[src/rtl/synaptic_update_ctrl_pkg.sv]
// synaptic_update_ctrl_pkg: shared state encoding, sizing constants and helpers for the synaptic update sweep.
package synaptic_update_ctrl_pkg;

    typedef enum logic [2:0] {
        S_IDLE,
        S_PRE_FETCH,
        S_READ,
        S_CALC,
        S_WRITE,
        S_FINISH
    } state_t;

    localparam int DEF_INPUT_NEURON       = 784;
    localparam int DEF_OUTPUT_NEURON      = 256;
    localparam int DEF_POST_NEUR_PARALLEL = 4;
    localparam int CYCLES_PER_WORD        = 3;

    function automatic int cnt_width(input int n);
        return (n <= 2) ? 1 : $clog2(n);
    endfunction

    function automatic int words(input int out_n, input int par);
        return out_n / par;
    endfunction

    localparam int DEF_WORDS       = words(DEF_OUTPUT_NEURON, DEF_POST_NEUR_PARALLEL);
    localparam int DEF_PRE_CNT_W   = cnt_width(DEF_INPUT_NEURON);
    localparam int DEF_WORD_CNT_W  = cnt_width(DEF_WORDS);
    localparam int DEF_ADDR_CNT_W  = cnt_width(DEF_INPUT_NEURON * DEF_WORDS);

endpackage

[src/rtl/synaptic_update_ctrl_if.sv]
// synaptic_update_ctrl_if: request inputs and SRAM/update-logic strobes of the synaptic update controller.
interface synaptic_update_ctrl_if #(
    parameter int PRE_NEUR_ADDR_WIDTH   = 10,
    parameter int POST_NEUR_ADDR_WIDTH  = 10,
    parameter int SYN_ARRAY_ADDR_WIDTH  = 16,
    parameter int GRAD_ARRAY_ADDR_WIDTH = 16
);
    logic                             start;
    logic                             is_train;
    logic                             pre_neur_cs;
    logic [PRE_NEUR_ADDR_WIDTH-1:0]   pre_neuron_address;
    logic [POST_NEUR_ADDR_WIDTH-1:0]  post_neuron_address;
    logic                             syn_cs;
    logic                             syn_we;
    logic [SYN_ARRAY_ADDR_WIDTH-1:0]  syn_array_addr;
    logic                             grad_cs;
    logic                             grad_we;
    logic [GRAD_ARRAY_ADDR_WIDTH-1:0] grad_array_addr;
    logic                             tref_event;
    logic                             busy;
    logic                             done;

    modport master (
        input  start, is_train,
        output pre_neur_cs, pre_neuron_address, post_neuron_address,
               syn_cs, syn_we, syn_array_addr, grad_cs, grad_we, grad_array_addr,
               tref_event, busy, done
    );

    modport slave (
        output start, is_train,
        input  pre_neur_cs, pre_neuron_address, post_neuron_address,
               syn_cs, syn_we, syn_array_addr, grad_cs, grad_we, grad_array_addr,
               tref_event, busy, done
    );
endinterface

[src/rtl/synaptic_update_ctrl.sv]
// synaptic_update_ctrl: sweeps weight/gradient SRAM words with a read/calc/write-back sequence per word.
module synaptic_update_ctrl
    import synaptic_update_ctrl_pkg::*;
#(
    parameter int INPUT_NEURON          = DEF_INPUT_NEURON,
    parameter int OUTPUT_NEURON         = DEF_OUTPUT_NEURON,
    parameter int POST_NEUR_PARALLEL    = DEF_POST_NEUR_PARALLEL,
    parameter int PRE_NEUR_ADDR_WIDTH   = 10,
    parameter int POST_NEUR_ADDR_WIDTH  = 10,
    parameter int SYN_ARRAY_ADDR_WIDTH  = 16,
    parameter int GRAD_ARRAY_ADDR_WIDTH = 16
) (
    input logic                  clk,
    input logic                  rst_n,
    synaptic_update_ctrl_if.master bus
);
    localparam int N_WORDS = words(OUTPUT_NEURON, POST_NEUR_PARALLEL);
    localparam int PRE_W   = cnt_width(INPUT_NEURON);
    localparam int WORD_W  = cnt_width(N_WORDS);
    localparam int ADDR_W  = cnt_width(INPUT_NEURON * N_WORDS);
    localparam logic [PRE_W-1:0]  PRE_LAST  = PRE_W'(INPUT_NEURON - 1);
    localparam logic [WORD_W-1:0] WORD_LAST = WORD_W'(N_WORDS - 1);

    state_t              state, state_n;
    logic [PRE_W-1:0]    pre_idx, pre_n;
    logic [WORD_W-1:0]   word_idx, word_n;
    logic [ADDR_W-1:0]   addr, addr_n;

    always_ff @(posedge clk or negedge rst_n)
        if (!rst_n) begin
            state    <= S_IDLE;
            pre_idx  <= '0;
            word_idx <= '0;
            addr     <= '0;
        end else begin
            state    <= state_n;
            pre_idx  <= pre_n;
            word_idx <= word_n;
            addr     <= addr_n;
        end

    // addr is a running word counter, so pre_idx*N_WORDS+word_idx needs no multiplier
    always_comb begin
        state_n = state;
        pre_n   = pre_idx;
        word_n  = word_idx;
        addr_n  = addr;
        case (state)
            S_IDLE:      if (bus.start) state_n = bus.is_train ? S_PRE_FETCH : S_FINISH;
            S_PRE_FETCH: state_n = S_READ;
            S_READ:      state_n = S_CALC;
            S_CALC:      state_n = S_WRITE;
            S_WRITE:
                if (word_idx != WORD_LAST) begin
                    word_n  = word_idx + 1'b1;
                    addr_n  = addr + 1'b1;
                    state_n = S_READ;
                end else if (pre_idx != PRE_LAST) begin
                    word_n  = '0;
                    pre_n   = pre_idx + 1'b1;
                    addr_n  = addr + 1'b1;
                    state_n = S_PRE_FETCH;
                end else
                    state_n = S_FINISH;
            S_FINISH: begin
                pre_n   = '0;
                word_n  = '0;
                addr_n  = '0;
                state_n = S_IDLE;
            end
            default: state_n = S_IDLE;
        endcase
    end

    assign bus.pre_neur_cs         = state == S_PRE_FETCH;
    assign bus.syn_cs              = state == S_READ || state == S_WRITE;
    assign bus.syn_we              = state == S_WRITE;
    assign bus.grad_cs             = bus.syn_cs;
    assign bus.grad_we             = bus.syn_we;
    assign bus.tref_event          = state == S_CALC || state == S_WRITE;
    assign bus.busy                = state inside {S_PRE_FETCH, S_READ, S_CALC, S_WRITE};
    assign bus.done                = state == S_FINISH;
    assign bus.pre_neuron_address  = PRE_NEUR_ADDR_WIDTH'(pre_idx);
    assign bus.post_neuron_address = POST_NEUR_ADDR_WIDTH'(word_idx) * POST_NEUR_ADDR_WIDTH'(POST_NEUR_PARALLEL);
    assign bus.syn_array_addr      = SYN_ARRAY_ADDR_WIDTH'(addr);
    assign bus.grad_array_addr     = GRAD_ARRAY_ADDR_WIDTH'(addr);

endmodule

[src/flat_wrapper.sv]
// flat-port wrapper written by rule: the top's interface ports become plain ports
module synaptic_update_ctrl_flat import synaptic_update_ctrl_pkg::*;
#(
    parameter int INPUT_NEURON          = DEF_INPUT_NEURON,
    parameter int OUTPUT_NEURON         = DEF_OUTPUT_NEURON,
    parameter int POST_NEUR_PARALLEL    = DEF_POST_NEUR_PARALLEL,
    parameter int PRE_NEUR_ADDR_WIDTH   = 10,
    parameter int POST_NEUR_ADDR_WIDTH  = 10,
    parameter int SYN_ARRAY_ADDR_WIDTH  = 16,
    parameter int GRAD_ARRAY_ADDR_WIDTH = 16
)
  (clk, rst_n, bus_start, bus_is_train, bus_pre_neur_cs, bus_pre_neuron_address, bus_post_neuron_address, bus_syn_cs, bus_syn_we, bus_syn_array_addr, bus_grad_cs, bus_grad_we, bus_grad_array_addr, bus_tref_event, bus_busy, bus_done);
  synaptic_update_ctrl_if #(.PRE_NEUR_ADDR_WIDTH(PRE_NEUR_ADDR_WIDTH), .POST_NEUR_ADDR_WIDTH(POST_NEUR_ADDR_WIDTH), .SYN_ARRAY_ADDR_WIDTH(SYN_ARRAY_ADDR_WIDTH), .GRAD_ARRAY_ADDR_WIDTH(GRAD_ARRAY_ADDR_WIDTH)) bus_i ();
  input logic clk;
  input logic rst_n;
  input wire logic [$bits(bus_i.start)-1:0] bus_start;
  input wire logic [$bits(bus_i.is_train)-1:0] bus_is_train;
  output wire logic [$bits(bus_i.pre_neur_cs)-1:0] bus_pre_neur_cs;
  output wire logic [$bits(bus_i.pre_neuron_address)-1:0] bus_pre_neuron_address;
  output wire logic [$bits(bus_i.post_neuron_address)-1:0] bus_post_neuron_address;
  output wire logic [$bits(bus_i.syn_cs)-1:0] bus_syn_cs;
  output wire logic [$bits(bus_i.syn_we)-1:0] bus_syn_we;
  output wire logic [$bits(bus_i.syn_array_addr)-1:0] bus_syn_array_addr;
  output wire logic [$bits(bus_i.grad_cs)-1:0] bus_grad_cs;
  output wire logic [$bits(bus_i.grad_we)-1:0] bus_grad_we;
  output wire logic [$bits(bus_i.grad_array_addr)-1:0] bus_grad_array_addr;
  output wire logic [$bits(bus_i.tref_event)-1:0] bus_tref_event;
  output wire logic [$bits(bus_i.busy)-1:0] bus_busy;
  output wire logic [$bits(bus_i.done)-1:0] bus_done;
  assign bus_i.start = bus_start;
  assign bus_i.is_train = bus_is_train;
  assign bus_pre_neur_cs = bus_i.pre_neur_cs;
  assign bus_pre_neuron_address = bus_i.pre_neuron_address;
  assign bus_post_neuron_address = bus_i.post_neuron_address;
  assign bus_syn_cs = bus_i.syn_cs;
  assign bus_syn_we = bus_i.syn_we;
  assign bus_syn_array_addr = bus_i.syn_array_addr;
  assign bus_grad_cs = bus_i.grad_cs;
  assign bus_grad_we = bus_i.grad_we;
  assign bus_grad_array_addr = bus_i.grad_array_addr;
  assign bus_tref_event = bus_i.tref_event;
  assign bus_busy = bus_i.busy;
  assign bus_done = bus_i.done;
  synaptic_update_ctrl #(.INPUT_NEURON(INPUT_NEURON), .OUTPUT_NEURON(OUTPUT_NEURON), .POST_NEUR_PARALLEL(POST_NEUR_PARALLEL), .PRE_NEUR_ADDR_WIDTH(PRE_NEUR_ADDR_WIDTH), .POST_NEUR_ADDR_WIDTH(POST_NEUR_ADDR_WIDTH), .SYN_ARRAY_ADDR_WIDTH(SYN_ARRAY_ADDR_WIDTH), .GRAD_ARRAY_ADDR_WIDTH(GRAD_ARRAY_ADDR_WIDTH)) u_core (.clk(clk), .rst_n(rst_n), .bus(bus_i));
endmodule
[config.mk]
export PLATFORM = sky130hd
export DESIGN_NAME = synaptic_update_ctrl_flat
export DESIGN_NICKNAME = d
export VERILOG_FILES = /design/src/rtl/synaptic_update_ctrl_pkg.sv /design/src/rtl/synaptic_update_ctrl_if.sv /design/src/rtl/synaptic_update_ctrl.sv /design/src/flat_wrapper.sv
export SDC_FILE = /design/constraint.sdc
export NUM_CORES = 1
export LEC_CHECK = 0
export CORE_MARGIN = 5
export CORE_UTILIZATION = 54
export CTS_BUF_LIST = sky130_fd_sc_hd__clkbuf_8
export DETAILED_ROUTE_END_ITERATION = 8
export PLACE_DENSITY = 0.95
export SKIP_CTS_REPAIR_TIMING = 1
export SLEW_MARGIN = 15
export SYNTH_ARGS = -nofsm -noshare
export SYNTH_HDL_FRONTEND = slang
export SYNTH_SLANG_ARGS = --single-unit
export TNS_END_PERCENT = 20
[constraint.sdc]
create_clock -name clk -period 4.8 [get_ports clk]
set_input_delay 0.96 -clock clk [delete_from_list [all_inputs] [get_ports clk]]
set_output_delay 0.96 -clock clk [all_outputs]
set_load 0.005 [all_outputs]
; Word-level counts from Yosys, hierarchy flattened
; Index checks and enable logic that the tools add are counted.
[classes]
mux = 14
reduce_logical = 7
eq_ne = 11
addsub = 3
[op_table]
columns = operator, n
row1 = 16-bit 2-to-1 mux, 2
row2 = 16-bit one-hot mux with 2 select lines, 1
row3 = 10-bit 2-to-1 mux, 2
row4 = 10-bit one-hot mux with 2 select lines, 1
row5 = "16-bit by 1-bit adder with 16-bit output, second input constant", 1
row6 = 3-bit one-hot mux with 5 select lines, 1
row7 = 3-bit 2-to-1 mux, 4
row8 = 6-bit 2-to-1 mux, 2
row9 = 6-bit one-hot mux with 2 select lines, 1
row10 = "10-bit by 1-bit adder with 10-bit output, second input constant", 1
row11 = "10-bit != test, second input constant", 1
row12 = "6-bit by 1-bit adder with 6-bit output, second input constant", 1
row13 = "3-bit by 2-bit == test with 1-bit output, second input constant", 2
row14 = "3-bit == test, second input constant", 2
row15 = "6-bit != test, second input constant", 1
row16 = "2-bit != test, second input constant", 2
row17 = 4-bit nonzero test, 1
row18 = "3-bit by 1-bit == test with 1-bit output, second input constant", 1
row19 = 3-bit zero test, 1
row20 = "3-bit by 1-bit != test with 1-bit output, second input constant", 1
row21 = 3-bit AND reduction, 1
row22 = 1-bit logical OR, 2
row23 = "2-bit by 1-bit != test with 1-bit output, second input constant", 1
row24 = 2-bit AND reduction, 1
row25 = 2-bit nonzero test, 1
[word_totals]
output_inout_bits = 60
elab_cells = 39
regBits = 35
in_bits = 4

; Longest topological paths before layout
; Gate-level depths: netlist (run 1).
[depth]
ltp_word = 4
ltp_mapped = 7
depth_no_buf = 5

; Worst setup path before layout (run 1)
; OpenSTA, ideal clock, no wires.
[synth_timing]
path_type = register to output
from = register u_core.state[1]
to = output bus_done
path_stages_with_launch = 6
t_arrival_ns = 1.395
n_path_buf = 2
t_required_ns = 3.840
setup_slack_ns = 2.445
cell_sequence = dfrtp_1 -> clkbuf_1 -> nor2b_1 -> nand2_1 -> inv_1 -> clkbuf_1
[synth_via]
elab_chain_len = 1
[synth_lines]
columns = item, line_no
row1 = start: declaration, synaptic_update_ctrl.sv:24  ; state_t state, state_n;
row2 = start signal: assignment, synaptic_update_ctrl.sv:36  ; state <= state_n;
row3 = 3-bit == test, synaptic_update_ctrl.sv:82  ; assign bus.done = state == S_FINISH;
row4 = end: declaration, flat_wrapper.sv:29  ; output wire logic [$bits(bus_i.done)-1:0] bus_done;
; Every way passes these cells.

; Worst setup path in the final report (run 1)
[layout_timing]
from = register u_core.state[0]
to = output bus_tref_event
[layout_via]
elab_chain_len = 2
word_cells_on_any_way = 3
classes_between = 2 x eq/ne / 1 x reduce/logical
[layout_lines]
columns = item, line_no
row1 = 3-bit by 2-bit == test with 1-bit output or 3-bit == test (tied branches), synaptic_update_ctrl.sv:80  ; assign bus.tref_event = state == S_CALC || state == S_WRITE;
row2 = 1-bit logical OR *, synaptic_update_ctrl.sv:80
row3 = end: declaration, flat_wrapper.sv:27  ; output wire logic [$bits(bus_i.tref_event)-1:0] bus_tref_event;
; Every way passes the cells marked *; elsewhere a longest branch is shown, timed or not.

==> flow_summary.json, run 1 <==
{
  "antenna_cells": 0,
  "routedWlPerCell_um": 16.5,
  "dr.pass1.iters": 4,
  "synth_seq_area_share_pct": 38.2,
  "core-area_um2": 4060,
  "synth.top_cell.area_share_pct": 38.2,
  "grt_pass1_wl_um": 9290,
  "ir_worst_vdd_uv": 423,
  "overflow": 0,
  "cts_tree": "done",
  "fmax_mhz": 278,
  "cts_buffer_depth": 2,
  "async_flop_share_pct": 100,
  "vias": 2169,
  "path_class": "reg -> out",
  "cts_buffers": 5,
  "first_global_vias": 2013,
  "rsz0062_at_grt": "no",
  "drtIter0Drc": 142,
  "finalInstanceArea_um2": 2840,
  "post-dp-hpwl_um": 3980,
  "area_growth_pct": 23.9,
  "final-setup-viol-count": 0,
  "routed_wl_um": 5720,
  "cp.required_ns": 3.84,
  "io-pin-count": 64,
  "ant_nets": 0,
  "endpoint_kind": "primary output",
  "clk-insertion-delay-late_ns": 0.29,
  "hold_class": "reg -> reg",
  "slew_violations": 0,
  "syn_area_um2": 2290,
  "htreeDepth": 2,
  "fin_skew_ns": 0.00197,
  "crit_path_max_fanout": 21,
  "start_kind": "flop",
  "cp.buffers_inverters": 2,
  "layout-drive-gt1-share_pct": 5.74,
  "post-route-drc-count": 0,
  "synth_edf_count": 0,
  "io_buffers": 59,
  "crit_family": "buffers and inverters",
  "yosys-top-cells-area": "dfrtp_1 (38%), buf_4 (7.2%), a21oi_1 (5.7%)",
  "multi_input_area_um2": 1180,
  "finalSetupTns_ns": 0,
  "reg2regPathDepth": 4,
  "crit_arrival_ns": 2.63,
  "dpl_cell_area_um2": 2740,
  "synth_flop_cell": "dfrtp_1",
  "period_share_pct": 74.9,
  "seq_area_um2": 876,
  "status": "complete, no violations",
  "clockRootBuffer": "clkbuf_8",
  "rows": 23,
  "clk_pin_slew_ns": 0.07,
  "fin_crit_ns": 3.59,
  "post-route-util_pct": 70.1,
  "syn_area_per_cell_um2": 8.72,
  "layout.nets": 302,
  "die_y_um": 75.2,
  "grt_use_total_pct": 21.1,
  "slowest_delay_ns": 0.74,
  "final-hold-violation-count": 0,
  "crit_chain": "clkinv_1, nor2_1, nand2_1, o21ai_0, clkdlybuf4s50_1",
  "start_util_pct": 56.5,
  "synth_largest_area_cell": "dfrtp_1",
  "slew_headroom_pct": 27.0,
  "synth_seq_cells": 35,
  "p_leak_nw": 1.12,
  "syn_inst": 263,
  "synth_warnings": 0,
  "cts_num_sinks": 35,
  "ys_types": 48,
  "die_x_um": 75.2,
  "antenna_found_initial": 0,
  "gp_congestion": 0.844,
  "dieArea_um2": 5650,
  "critPathSlowestCell": "dfrtp_1",
  "grt_max_degree": 36,
  "hold_depth": 1,
  "detail_route.vias_per_cell": 6.27,
  "cap_violations": 0,
  "power.density_nw_per_um2": 413,
  "fillers": 305,
  "tightest_slew_ns": 1.09,
  "cp.depth": 5
}
## cell families (layout without fill, tap and decap cells)
| family | Yosys count | in the layout | synth area share, % |
|---|---|---|---|
| AOI/OAI and AO/OA | 64 | 64 | 18.5 |
| other | 1 | 4 | 0.164 |
| and+or+nand+nor | 108 | 108 | 26.7 |
| adders and majority gates | 3 | 3 | 1.64 |
| muxes | 7 | 7 | 3.11 |
| buffers and inverters | 44 | 74 | 11.3 |
| DFF | 35 | 35 | 38.2 |
| xor gates and xnor gates | 1 | 1 | 0.382 |
## cells in the mapped netlist, types with 2 or more instances
| cell type | number |
|---|---|
| a211o_1 | 2 |
| a211oi_1 | 2 |
| a21oi_1 | 26 |
| and2_1 | 2 |
| and3_1 | 6 |
| and4_1 | 5 |
| buf_2 | 2 |
| buf_4 | 22 |
| clkbuf_1 | 13 |
| dfrtp_1 | 35 |
| ha_1 | 3 |
| inv_1 | 3 |
| mux2i_1 | 6 |
| nand2_1 | 23 |
| nand2b_1 | 7 |
| nand3_1 | 12 |
| nand4_1 | 11 |
| nor2_1 | 11 |
| nor3_1 | 3 |
| nor4_1 | 6 |
| nor4b_1 | 2 |
| o21ai_0 | 9 |
| o31a_1 | 2 |
| o31ai_1 | 11 |
| o41ai_1 | 2 |
| or2_2 | 2 |
| or3_1 | 2 |
| or4_1 | 13 |
## state kept, by name (all words and copies together) (netlist names)
signal                         count
u_core.word_idx                    6
u_core.bus.pre_neuron_address     10
u_core.bus.grad_array_addr        16
u_core.state                       3
## final timing paths
check	startpoint	endpoint	slack (ns)
max reg2reg	u_core.bus.pre_neuron_address[6]$_DFFE_PN0P_	u_core.state[2]$_DFFE_PN0P_	2.16
max	u_core.state[0]$_DFFE_PN0P_	bus_tref_event	1.21
min	u_core.word_idx[0]$_DFFE_PN0P_	u_core.word_idx[0]$_DFFE_PN0P_	0.54
max in group asynchronous	rst_n	u_core.bus.pre_neuron_address[0]$_DFFE_PN0P_	3.40
min reg2reg	u_core.word_idx[0]$_DFFE_PN0P_	u_core.word_idx[0]$_DFFE_PN0P_	0.54
min in group asynchronous	rst_n	u_core.bus.grad_array_addr[5]$_DFFE_PN0P_	1.09
## per-layer routing
layer	track usage, %	vias up	routed length (µm)
met4	8.74	0	126
met5	0	-	0
met2	34.8	106	2690
li1	-	1030	-
met1	26.4	1019	2420
met3	5.34	14	483
## area by class of cell
class                   count  share of cell area, %
multi-input cells         187                   41.4
well taps                  50                   2.20
flip-flops and latches     35                   30.8
repair buffers             62                   21.6
inverters                   4                  0.528
clock buffers               7                   3.39
clock inverters             1                  0.132
## power by group
group	switching [mW]	internal, mW
sequential	0.118	0.351
combinational	0.208	0.263
clock	0.104	0.129
total	0.431	0.743
## cells in the final DEF (no fill, tap or decap), types with 5 or more instances in the layout
| master | count |
|---|---|
| nand2b_1 | 7 |
| o31ai_1 | 11 |
| or4_1 | 13 |
| o21ai_0 | 9 |
| clkbuf_8 | 7 |
| and4_1 | 5 |
| dfrtp_1 | 35 |
| clkdlybuf4s50_1 | 59 |
| nor2_1 | 11 |
| nand3_1 | 12 |
| nand2_1 | 23 |
| nand4_1 | 11 |
| mux2i_1 | 6 |
| and3_1 | 6 |
| a21oi_1 | 26 |
| nor4_1 | 5 |
## per-stage QoR
stage | total power, mW | hold slack (ns) | setup slack (ns) | instances
after global routing | 1.25 | 0.571 | 0.990 | 346
after floorplan | 0.718 | 0.515 | 2.44 | 266
after CTS | 1.18 | 0.545 | 1.24 | 346
after global placement | 0.921 | 0.534 | 1.64 | 338
after detailed placement | 0.937 | 0.529 | 1.58 | 338
final | 1.17 | 0.539 | 1.21 | 346
(Power assumes the default switching activity.)
==> run 2, diff against run 1 <==
--- a/config.mk
+++ b/config.mk
@@ -6,10 +6,10 @@
 export NUM_CORES = 1
 export LEC_CHECK = 0
 export CORE_MARGIN = 5
-export CORE_UTILIZATION = 54
+export CORE_UTILIZATION = 45
 export CTS_BUF_LIST = sky130_fd_sc_hd__clkbuf_8
 export DETAILED_ROUTE_END_ITERATION = 8
-export PLACE_DENSITY = 0.95
+export PLACE_DENSITY = 0.89
 export SKIP_CTS_REPAIR_TIMING = 1
 export SLEW_MARGIN = 15
 export SYNTH_ARGS = -nofsm -noshare
==> constraint.sdc (replaced) <==
create_clock -name clk -period 3.3 [get_ports clk]
set_input_delay 0.66 -clock clk [delete_from_list [all_inputs] [get_ports clk]]
set_output_delay 0.66 -clock clk [all_outputs]
set_load 0.005 [all_outputs]
==> run 2 against run 1 <==
Power increased by 44%. Via count increased by 0.60%. Critical endpoint is now bus_done. Critical path type unchanged. Register-to-register slack got worse by 1.3 ns. Largest cell class unchanged. Non-clock buffer count increased by 7.
==> flow_summary.json, run 2 (synthesis results as in run 1) <==
{
  "final_cell_mix": "clkdlybuf4s50_1 (59), dfrtp_1 (35), a21oi_1 (26)",
  "cap_violations": 0,
  "fin_crit_ns": 2.45,
  "final_common_cell": "clkdlybuf4s50_1",
  "antenna_found_initial": 0,
  "path_class": "reg -> out",
  "post-dp-hpwl_um": 4180,
  "rsz0062_at_grt": "no",
  "routedWlPerCell_um": 15.4,
  "slew_headroom_pct": 59.1,
  "power_mw": 1.69,
  "io-pin-count": 64,
  "hold_start": "u_core.bus.grad_array_addr[15]$_DFFE_PN0P_",
  "final-setup-viol-count": 0,
  "cts_buffers": 5,
  "gp_congestion": 0.841,
  "hold_class": "reg -> reg",
  "grt_max_degree": 36,
  "clk_pin_slew_ns": 0.07,
  "crit_chain": "nor2b_1, nand2_1, inv_1, clkdlybuf4s50_1",
  "start_util_pct": 45.5,
  "status": "complete, no violations",
  "finalSetupTns_ns": 0,
  "largest_reg_flops": 16,
  "fmax_mhz": 408,
  "htreeDepth": 2,
  "detail_route.vias_per_cell": 5.85,
  "area_growth_pct": 26.5,
  "layout.nets": 309,
  "start_kind": "flop",
  "final-hold-violation-count": 0,
  "slew_violations": 0,
  "cts_buffer_depth": 2,
  "cts_num_sinks": 35,
  "io_buffers": 59,
  "dieArea_um2": 6620,
  "dr.pass1.iters": 4,
  "crit_arrival_ns": 1.79,
  "slowest_delay_ns": 0.56,
  "post-route-drc-count": 0,
  "layout-drive-gt1-share_pct": 7.59,
  "first_global_vias": 2066,
  "crit_family": "buffers and inverters",
  "clk-insertion-delay-late_ns": 0.29,
  "overflow": 0,
  "ant_nets": 0,
  "rows": 26,
  "hold_depth": 2,
  "cts_tree": "done",
  "clockRootBuffer": "clkbuf_8",
  "die_x_um": 81.4,
  "die_y_um": 81.4,
  "core-area_um2": 5040,
  "fin_skew_ns": 0.00412,
  "cp.required_ns": 2.64,
  "endpoint_kind": "primary output",
  "grt_use_total_pct": 18.5,
  "period_share_pct": 74.3,
  "critPathSlowestCell": "dfrtp_1",
  "r2r-start": "u_core.bus.pre_neuron_address[6]$_DFFE_PN0P_",
  "p_leak_nw": 1.15,
  "cp.buffers_inverters": 2,
  "r2r-end": "u_core.bus.grad_array_addr[0]$_DFFE_PN0P_",
  "routed_wl_um": 5750,
  "antenna_cells": 0,
  "grt_pass1_wl_um": 9760,
  "vias": 2182,
  "min_to": "u_core.bus.grad_array_addr[15]$_DFFE_PN0P_",
  "crit_path_max_fanout": 12,
  "ir_worst_vdd_uv": 438,
  "power.density_nw_per_um2": 581,
  "rrSetupSlack_ns": 0.91,
  "fillers": 465,
  "drtIter0Drc": 122,
  "tightest_slew_ns": 0.608,
  "reg2regPathDepth": 5
}
run 2: cell count changes in the layout (fill, tap and decap cells not counted), sizes merged:
cell and change:
buf +7, clkbuf -2, inv +1, clkinv +1
run 2: per-layer routing:
layer  GRT usage [%]  share of wire (%)  vias up  routed length (µm)
li1                -                  -     1045                   -
met3            3.66                7.0       10                 405
met2            29.2                 47       81                2700
met1            25.2                 44     1046                2560
met4            6.25                1.4        0                  83
met5               0                  0        -                   0
run 2: power by group:
part           internal, mW  total (mW)  switching (mW)
combinational         0.405       0.736           0.331
clock                 0.142       0.298           0.156
sequential            0.511       0.653           0.142
total                  1.06        1.69           0.628
run 2: per-stage QoR:
stage / worst slack, ns / hold slack (ns) / instances / util [%] / area, µm²
4_1_cts: 0.837 / 0.567 / 373 / 57.5 / 2900
6_report: 0.849 / 0.557 / 373 / 57.5 / 2900
3_3_place_gp: 1.04 / 0.533 / 365 / 55.9 / 2820
2_1_floorplan: 1.11 / 0.364 / 266 / - / 2300
5_1_grt: 0.690 / 0.595 / 373 / 57.5 / 2900
3_5_place_dp: 0.983 / 0.557 / 365 / 55.9 / 2820
run 2: worst max path at each step:
stage	start	to	slack [ns]	cells after the start
finish	u_core.state[2]$_DFFE_PN0P_	bus_done	0.85	4
global route	u_core.state[2]$_DFFE_PN0P_	bus_done	0.69	4
CTS	u_core.state[2]$_DFFE_PN0P_	bus_done	0.84	4
detailed placement	u_core.bus.pre_neuron_address[6]$_DFFE_PN0P_	u_core.bus.grad_array_addr[2]$_DFFE_PN0P_	0.98	4
global placement	u_core.bus.pre_neuron_address[6]$_DFFE_PN0P_	u_core.bus.grad_array_addr[2]$_DFFE_PN0P_	1.04	4
floorplan	u_core.bus.pre_neuron_address[6]$_DFFE_PN0P_	u_core.bus.grad_array_addr[2]$_DFFE_PN0P_	1.11	6
run 2: layout make-up:
class / instances / area [µm²] / share of cell area (%)
clock inverters: 3 / 12.5 / 0.431
multi-input cells: 187 / 1180 / 40.5
clock buffers: 5 / 68.8 / 2.37
inverters: 4 / 15.0 / 0.517
repair buffers: 69 / 666 / 22.9
well taps: 70 / 87.6 / 3.02
flip-flops and latches: 35 / 876 / 30.2
run 2: worst reg2reg max path: stages (launching register included):
cell,delay [ns]
dfrtp_1,0.43
or4_1,0.69
nor4_1,0.61
buf_4,0.25
nor4_1,0.05
a211o_1,0.27
==> run 3, diff against run 2 <==
==> constraint.sdc (replaced) <==
create_clock -name clk -period 2.2 [get_ports clk]
set_input_delay 0.44 -clock clk [delete_from_list [all_inputs] [get_ports clk]]
set_output_delay 0.44 -clock clk [all_outputs]
set_load 0.005 [all_outputs]
==> run 3 against run 2 <==
Sequential cell count unchanged. Combinational power increased by 64%. Clock-buffer cell count grew 2. Sequential power up 50%. Register-to-register slack worse by 0.74 ns. Worst hold slack worse by 0.013 ns. Critical path type unchanged.
==> flow_summary.json, run 3 (synthesis results as in run 1) <==
{
  "status": "complete, no violations",
  "p_leak_nw": 1.22,
  "place_inst": 373,
  "antenna_found_initial": 0,
  "drtIter0Drc": 127,
  "ant_nets": 0,
  "final-setup-viol-count": 0,
  "power.density_nw_per_um2": 894,
  "final-hold-violation-count": 0,
  "seq_area_um2": 878,
  "start_util_pct": 45.5,
  "crit_arrival_ns": 1.67,
  "fin_ws_ns": 0.0917,
  "highest_layer": "met4",
  "grt_use_total_pct": 18.6,
  "fin_skew_ns": 0.00684,
  "post-dp-hpwl_um": 4260,
  "rows": 26,
  "io_buffers": 59,
  "dr.pass1.iters": 4,
  "layout-drive-gt1-share_pct": 13.3,
  "tightest_slew_ns": 0.577,
  "multi_input_area_um2": 1180,
  "wl_met1_um": 2620,
  "met3_length_um": 328,
  "slowest_delay_ns": 0.54,
  "detail_route.vias_per_cell": 5.87,
  "layout.nets": 321,
  "cp.required_ns": 1.76,
  "rsz0062_at_grt": "no",
  "vias": 2260,
  "grt_max_degree": 36,
  "gp_congestion": 0.829,
  "overflow": 0,
  "wl_met2_um": 3000,
  "hold_depth": 1,
  "critPathSlowestCell": "clkdlybuf4s50_1",
  "clockRootBuffer": "clkbuf_8",
  "final_cell_mix": "clkdlybuf4s50_1 (59), dfrtp_1 (33), a21oi_1 (25)",
  "cts_tree": "done",
  "crit_path_max_fanout": 7,
  "timing.hold.ws_ns": 0.545,
  "start_kind": "flop",
  "routed_wl_um": 6020,
  "die_y_um": 81.4,
  "core-area_um2": 5040,
  "power_mw": 2.70,
  "period_share_pct": 95.8,
  "rrSetupSlack_ns": 0.17,
  "routedWlPerCell_um": 15.6,
  "endpoint_kind": "primary output",
  "reg2regPathDepth": 4,
  "largest_reg_flops": 16,
  "area_growth_pct": 31.8,
  "post-route-util_pct": 59.9,
  "cts_buffers": 5,
  "die_x_um": 81.4,
  "ir_worst_vdd_uv": 845,
  "fillers": 434,
  "post-route-drc-count": 0,
  "antenna_cells": 0,
  "first_global_vias": 2068,
  "slew_violations": 0,
  "htreeDepth": 2,
  "cap_violations": 0,
  "place_ws_ns": 0.178,
  "final_common_cell": "clkdlybuf4s50_1",
  "fmax_mhz": 474,
  "dieArea_um2": 6620,
  "hold_class": "reg -> reg",
  "cts_num_sinks": 35,
  "fin_crit_ns": 2.11,
  "path_class": "reg -> out",
  "clk-insertion-delay-late_ns": 0.29,
  "crit_chain": "nand2b_2, o21ai_0, clkdlybuf4s50_1",
  "grt_pass1_wl_um": 9670,
  "slew_headroom_pct": 61.6,
  "io-pin-count": 64,
  "clk_pin_slew_ns": 0.07,
  "cts_buffer_depth": 2,
  "fin_cells": 385
}
[run 3: layer usage]
metal,vias up,GRT usage (%)
met2,84,31.6
met3,9,2.33
li1,1068,-
met4,0,7.09
met5,-,0
met1,1099,24.0
[run 3: layout make-up]
| cell class | count | share of cell area (%) |
|---|---|---|
| multi-input combinational | 187 | 39.2 |
| sequential | 35 | 29.1 |
| clock buffer | 7 | 3.19 |
| clock inverter | 1 | 0.124 |
| tap | 70 | 2.90 |
| inverter | 4 | 0.497 |
| timing repair buffer | 81 | 25.0 |
[run 3: report_power, final]
part	internal [mW]	leakage, nW	total, mW	switching [mW]
Clock	0.281	0.0557	0.514	0.233
Sequential	0.771	0.458	0.980	0.210
Combinational	0.666	0.701	1.21	0.539
[run 3: critical path, delay by kind of cell (launching register included)]
kind                   cells  cell delay (ns)
AO/OA/AOI/OAI              1             0.18
buffers and inverters      1             0.54
flip-flops                 1             0.40
AND/OR/NAND/NOR            1             0.25
[run 3: final timing paths]
path	from	endpoint
min in group asynchronous	rst_n	u_core.bus.grad_array_addr[7]$_DFFE_PN0P_
setup / recovery	u_core.state[1]$_DFFE_PN0P_	bus_tref_event
hold reg to reg	u_core.word_idx[0]$_DFFE_PN0P_	u_core.word_idx[0]$_DFFE_PN0P_
max in group asynchronous	rst_n	u_core.state[0]$_DFFE_PN0P_
setup reg to reg	u_core.bus.pre_neuron_address[6]$_DFFE_PN0P_	u_core.bus.grad_array_addr[2]$_DFFE_PN0P_
hold / removal	u_core.word_idx[0]$_DFFE_PN0P_	u_core.word_idx[0]$_DFFE_PN0P_
[run 3: through the flow]
stage / area (µm²) / setup TNS, ns
3_5_place_dp: 2880 / 0
4_1_cts: 2980 / -0.159
6_report: 3020 / 0
5_1_grt: 3020 / 0
2_1_floorplan: 2300 / 0
3_3_place_gp: 2880 / 0
